[src/rtl/timer_scheduler_if.sv]
// Job-post / completion bus between requesters and the shared busy-timer scheduler.
interface timer_scheduler_if #(
   parameter int unsigned NUM_REQ   = 4,
   parameter int unsigned CNT_WIDTH = 16
);
   localparam int unsigned ID_W = (NUM_REQ > 1) ? $clog2(NUM_REQ) : 1;

   logic [NUM_REQ-1:0]           request__ENA;
   logic [NUM_REQ-1:0]           request__RDY;
   logic [NUM_REQ*CNT_WIDTH-1:0] request_amount;
   logic                         busy;
   logic                         busy__RDY;
   logic [ID_W-1:0]              owner;
   logic                         done__ENA;
   logic [ID_W-1:0]              done_id;

   modport master (
      output request__ENA, request_amount,
      input  request__RDY, busy, busy__RDY, owner, done__ENA, done_id
   );

   modport slave (
      input  request__ENA, request_amount,
      output request__RDY, busy, busy__RDY, owner, done__ENA, done_id
   );
endinterface

[src/rtl/timer_scheduler.sv]
// One shared down-counting timer; round-robin grants posted jobs and pulses done with the owner id.
module timer_scheduler #(
   parameter int unsigned NUM_REQ    = 4,
   parameter int unsigned MAX_AMOUNT = 22,
   parameter int unsigned CNT_WIDTH  = 16
) (
   input logic              CLK,
   input logic              RST,
   timer_scheduler_if.slave bus
);
   localparam int unsigned ID_W = (NUM_REQ > 1) ? $clog2(NUM_REQ) : 1;

   typedef enum logic {IDLE, RUN} state_t;

   state_t               state_q, state_d;
   logic [NUM_REQ-1:0]   pending_q, pending_d;
   logic [CNT_WIDTH-1:0] amt_q [NUM_REQ];
   logic [CNT_WIDTH-1:0] amt_d [NUM_REQ];
   logic [CNT_WIDTH-1:0] counter_q, counter_d;
   logic [ID_W-1:0]      rr_ptr_q, rr_ptr_d;
   logic [ID_W-1:0]      owner_q, owner_d;

   logic [NUM_REQ-1:0]   rot;
   logic [ID_W:0]        cand;
   logic [ID_W:0]        win_inc;
   logic                 found;
   logic [ID_W-1:0]      winner;

   function automatic logic [CNT_WIDTH-1:0] clamp_amt(input logic [CNT_WIDTH-1:0] a);
      if (a == '0) return CNT_WIDTH'(1);
      if (a > CNT_WIDTH'(MAX_AMOUNT)) return CNT_WIDTH'(MAX_AMOUNT);
      return a;
   endfunction

   // Round-robin search: rotate pending so bit 0 is rr_ptr, take the first set bit.
   always_comb begin
      found  = 1'b0;
      winner = '0;
      cand   = '0;
      rot    = NUM_REQ'({pending_q, pending_q} >> rr_ptr_q);
      for (int unsigned k = 0; k < NUM_REQ; k++) begin
         cand = {1'b0, rr_ptr_q} + (ID_W+1)'(k);
         if (cand >= (ID_W+1)'(NUM_REQ)) cand = cand - (ID_W+1)'(NUM_REQ);
         if (!found && rot[k]) begin
            found  = 1'b1;
            winner = ID_W'(cand);
         end
      end
   end

   // Next-state: posts are latched in any state; grant in IDLE, countdown in RUN.
   always_comb begin
      state_d   = state_q;
      pending_d = pending_q;
      amt_d     = amt_q;
      counter_d = counter_q;
      rr_ptr_d  = rr_ptr_q;
      owner_d   = owner_q;
      win_inc   = {1'b0, winner} + (ID_W+1)'(1);

      for (int i = 0; i < NUM_REQ; i++) begin
         if (bus.request__ENA[i] && !pending_q[i]) begin
            pending_d[i] = 1'b1;
            amt_d[i]     = clamp_amt(bus.request_amount[i*CNT_WIDTH +: CNT_WIDTH]);
         end
      end

      case (state_q)
         IDLE: begin
            if (found) begin
               counter_d         = amt_q[winner] - CNT_WIDTH'(1);
               owner_d           = winner;
               pending_d[winner] = 1'b0;
               rr_ptr_d          = (win_inc == (ID_W+1)'(NUM_REQ)) ? '0 : ID_W'(win_inc);
               state_d           = RUN;
            end
         end
         RUN: begin
            if (counter_q != '0) counter_d = counter_q - CNT_WIDTH'(1);
            else                 state_d   = IDLE;
         end
         default: state_d = IDLE;
      endcase
   end

   always_ff @(posedge CLK) begin
      if (RST) begin
         state_q   <= IDLE;
         pending_q <= '0;
         amt_q     <= '{default: '0};
         counter_q <= '0;
         rr_ptr_q  <= '0;
         owner_q   <= '0;
      end else begin
         state_q   <= state_d;
         pending_q <= pending_d;
         amt_q     <= amt_d;
         counter_q <= counter_d;
         rr_ptr_q  <= rr_ptr_d;
         owner_q   <= owner_d;
      end
   end

   assign bus.request__RDY = ~pending_q;
   assign bus.busy         = (state_q == RUN);
   assign bus.busy__RDY    = 1'b1;
   assign bus.owner        = owner_q;
   assign bus.done__ENA    = (state_q == RUN) && (counter_q == '0);
   assign bus.done_id      = owner_q;

   // Clamp guarantees the countdown never reaches MAX_AMOUNT.
   counter_below_max: assert property (@(posedge CLK) disable iff (RST)
      counter_q < CNT_WIDTH'(MAX_AMOUNT));
endmodule

[src/flat_wrapper.sv]
// flat-port wrapper written by rule: the top's interface ports become plain ports
module timer_scheduler_flat 
#(
   parameter int unsigned NUM_REQ    = 4,
   parameter int unsigned MAX_AMOUNT = 22,
   parameter int unsigned CNT_WIDTH  = 16
)
  (CLK, RST, bus_request__ENA, bus_request_amount, bus_request__RDY, bus_busy, bus_busy__RDY, bus_owner, bus_done__ENA, bus_done_id);
  timer_scheduler_if #(.NUM_REQ(NUM_REQ), .CNT_WIDTH(CNT_WIDTH)) bus_i ();
  input logic CLK;
  input logic RST;
  input wire logic [$bits(bus_i.request__ENA)-1:0] bus_request__ENA;
  input wire logic [$bits(bus_i.request_amount)-1:0] bus_request_amount;
  output wire logic [$bits(bus_i.request__RDY)-1:0] bus_request__RDY;
  output wire logic [$bits(bus_i.busy)-1:0] bus_busy;
  output wire logic [$bits(bus_i.busy__RDY)-1:0] bus_busy__RDY;
  output wire logic [$bits(bus_i.owner)-1:0] bus_owner;
  output wire logic [$bits(bus_i.done__ENA)-1:0] bus_done__ENA;
  output wire logic [$bits(bus_i.done_id)-1:0] bus_done_id;
  assign bus_i.request__ENA = bus_request__ENA;
  assign bus_i.request_amount = bus_request_amount;
  assign bus_request__RDY = bus_i.request__RDY;
  assign bus_busy = bus_i.busy;
  assign bus_busy__RDY = bus_i.busy__RDY;
  assign bus_owner = bus_i.owner;
  assign bus_done__ENA = bus_i.done__ENA;
  assign bus_done_id = bus_i.done_id;
  timer_scheduler #(.NUM_REQ(NUM_REQ), .MAX_AMOUNT(MAX_AMOUNT), .CNT_WIDTH(CNT_WIDTH)) u_core (.CLK(CLK), .RST(RST), .bus(bus_i));
endmodule
[config.mk]
export PLATFORM = sky130hd
export DESIGN_NAME = timer_scheduler_flat
export DESIGN_NICKNAME = d
export VERILOG_FILES = /design/src/rtl/timer_scheduler_if.sv /design/src/rtl/timer_scheduler.sv /design/src/flat_wrapper.sv
export SDC_FILE = /design/constraint.sdc
export NUM_CORES = 1
export LEC_CHECK = 0
export ABC_AREA = 1
export CAP_MARGIN = 20
export CORE_MARGIN = 2
export CORE_UTILIZATION = 30
export DETAILED_ROUTE_END_ITERATION = 10
export PLACE_DENSITY = 0.46
export SYNTH_ARGS = -nofsm -noshare
export SYNTH_HDL_FRONTEND = slang
export SYNTH_SLANG_ARGS = --single-unit
[constraint.sdc]
create_clock -name CLK -period 2.8 [get_ports CLK]
set_input_delay 0.28 -clock CLK [delete_from_list [all_inputs] [get_ports CLK]]
set_output_delay 0.28 -clock CLK [all_outputs]
set_load 0.005 [all_outputs]
==> summary.txt <==
maximum number of pins on one net before global-route repair - 70
WHS - 0.439 ns
core area - 16500 µm²
Worst Setup Path Type - register to register
PD cells - 1440 nW/µm²
status - finished clean
Slew HR - 48.3%
critical path cell sequence - buf_8 -> nand2_4 -> nand2_2 -> nand2_2 -> nand2_4 -> inv_2 -> nand4_1 -> nand2_4 -> nand2_8 -> buf_12 -> nand2_1 -> nand2_1 -> nand2_1 -> nand3_1 -> nand2_2 -> ha_2 -> nand2_4 -> nor2_4 -> inv_1 -> o21ai_1 -> a31oi_1
IO Count - 81
initial antenna violation count - 0
CTS tree - built
first-pass GRT wire length - 24.1 mm
max_cap viols - 0
most common flop cell mapped by yosys - dfxtp_1
DPL Wire Length - 10.5 mm
register area share after synthesis - 35.4%
Worst Path Arrival - 2.91 ns
library cells used by synthesis - 41
Fmax - 370 MHz
Final ANT Viol Nets - 0
DRT Pass-1 Iters - 6
CP max stage cell - dfxtp_4
Logic pwr share - 69.8%
total grt overflow - 0
Clock Latency Late Sink - 0.35 ns
P_int - 0.00495 W
Peak VDD IR - 0.580 mV
layout cells sized above 1 - 16.8%
CTS buffer count - 9
crit path launch type - register
die outline area - 17800 µm²
gr usage total - 16.8%
final routed DRC violation total - 0
final core occ - 41.4%
WL/cell - 13.7 µm
switching pwr - 0.00487 W
Buf/Inv on CP - 4
cell accounting for the most synthesized area - dfxtp_1
Area Growth Syn to Fin - 35.5%
Fin. Hold Viols - 0
post-synth top area share - 35.4%
max-slew violations - 0
Clock Skew - 0.00825 ns
part of the cycle the worst path needs - 96.6%
via count - 5050
Num Clock Sinks - 89
Finish-stage setup viols - 0
drt initial violations - 370
hold-fix buffers at CTS - 0
Hold Crit Class - register to register
Sw Share - 49.6%
Worst path most repeated cell - nand2_4
Worst EP required - 3.00 ns
CP Capture Type - register
clock root buffer master - clkbuf_16
Slew @ Worst Pin - 0.776 ns
register share of total power - 16.6%
max incr delay on CP - 0.36 ns
Nets - 935
ant diodes - 0
CP max FO - 8
placed instance count - 1051
Yosys Warn Count - 0
chip height - 134 µm
H-tree Lvls - 3
Initial Util - 30.6%
Syn Inst Count - 779
Area contributors post-synth - dfxtp_1 (35%), nand2_1 (17%), nand3_1 (7.0%), inv_1 (6.9%), nor2_1 (4.5%)
CP delay by family, top - simple AND/OR/NAND/NOR gates
clk buf depth - 2
Post-Route WL - 14.8 mm
non-filler instance count after layout - 1085
buffers added on ports - 79
synthesized area - 5030 µm²
Worst-path clk slew - 0.07 ns
Post-synth EDFFs - 0
vias in the first global route - 4868
final worst path period need - 2.71 ns
RSZ-0062 raised after global routing - yes
clock network fraction of design power - 13.6%
Pwr Total - 0.00983 W
die width - 134 µm
fraction of registers with async set/reset - 0%
leakage - 2.99 nW
Mean Syn Cell Area - 6.46 µm²
Post-Syn Nets - 854
Placer Congestion - 0.889
Yosys reg bits - 89
Via density - 4.65
FP Rows - 47
-- cell usage after synthesis, types with 10 or more instances --
cell type,number
nand2_1,232
inv_1,92
dfxtp_1,89
nand3_1,70
nor2_1,60
a21oi_1,36
nor3_1,30
o21ai_0,30
clkbuf_1,16
nand2_2,14
nor4_1,12
nor2_2,10
-- per-layer routing --
metal | vias to the layer above | track usage (%) | wire, µm
met2 | 95 | 27.4 | 6910
met3 | 19 | 2.47 | 558
met1 | 2284 | 22.7 | 7100
met4 | 0 | 5.97 | 267
met5 | - | 0 | 0
li1 | 2652 | - | -
-- layout by cell type (no fill, tap or decap), drive strengths merged, types with 13 or more instances in the layout --
| master | synthesis | routed |
|---|---|---|
| nand3 | 78 | 78 |
| inv | 96 | 96 |
| nor2 | 72 | 72 |
| nor3 | 30 | 30 |
| o21ai | 33 | 33 |
| clkbuf | 16 | 13 |
| nand2 | 248 | 249 |
| clkdlybuf4s50 | 0 | 78 |
| a21oi | 37 | 37 |
| dfxtp | 89 | 89 |
| buf | 22 | 26 |
-- per-stage QoR --
stage,cell area [µm²],worst slack (ns),TNS (ns)
4_1_cts,6310,-0.000330,-0.000330
3_3_place_gp,5980,-0.00117,-0.00117
2_1_floorplan,5030,0.488,0
5_1_grt,6820,-0.0583,-0.354
6_report,6820,0.0949,0
3_5_place_dp,5980,-0.0367,-0.0941
-- registers in the layout, summed over array words and instances (netlist names) --
register,cells
u_core.rr_ptr_q,2
u_core.counter_q,16
u_core.bus.busy,1
u_core.pending_q,4
u_core.amt_q,64
u_core.bus.done_id,2
-- what timing repair did --
item                       CTS  global route
gates resized for setup      1            80
pin swaps                    0            31
gates cloned                 0             4
setup endpoints to repair    5            14
setup buffers                0            14
-- final cells by class --
cell class / count / area, µm²
fillers: 1706 / 9650
multi-input cells: 556 / 2910
flip-flops and latches: 89 / 1790
repair buffers: 107 / 1130
inverters: 97 / 373
well taps: 220 / 275
clock buffers: 10 / 239
clock inverters: 6 / 90.1
-- worst min-delay path, delay by kind of cell (launching register included) --
kind	cells	cell delay, ns
flip-flops	1	0.31
AND/OR/NAND/NOR	2	0.09
-- cell families (layout without fill, tap and decap cells) --
group                    Yosys count  after routing  synth area share [%]
AO/OA/AOI/OAI                     89             89                  10.2
XOR/XNOR                           2              2                 0.348
adder cells (fa/ha/maj)            5              5                  1.24
buffers and inverters            135            220                  11.6
flip-flops                        89             89                  35.4
other                              1              1                0.0745
AND/OR/NAND/NOR                  458            459                  41.1
-- power by group through the flow --
stage	combinational [W]	clock, W	sequential (W)
after floorplan	0.00397	0	0.00158
after global placement	0.00521	0	0.00164
after detailed placement	0.00520	0	0.00164
after CTS	0.00524	0.00137	0.00161
after global routing	0.00753	0.00143	0.00166
final	0.00686	0.00134	0.00163
-- worst paths after layout --
path                                                       from                               end  slack, ns  cells after the start
worst max-delay path            u_core.rr_ptr_q[0]$_SDFFE_PP0P_  u_core.counter_q[8]$_SDFFE_PP0P_       0.09                     21
worst min-delay path              u_core.amt_q[25]$_SDFFE_PP0P_     u_core.amt_q[25]$_SDFFE_PP0P_       0.44                      2
worst max register to register  u_core.rr_ptr_q[0]$_SDFFE_PP0P_  u_core.counter_q[8]$_SDFFE_PP0P_       0.09                     21
worst min register to register    u_core.amt_q[25]$_SDFFE_PP0P_     u_core.amt_q[25]$_SDFFE_PP0P_       0.44                      2
(Power assumes the default switching activity.)
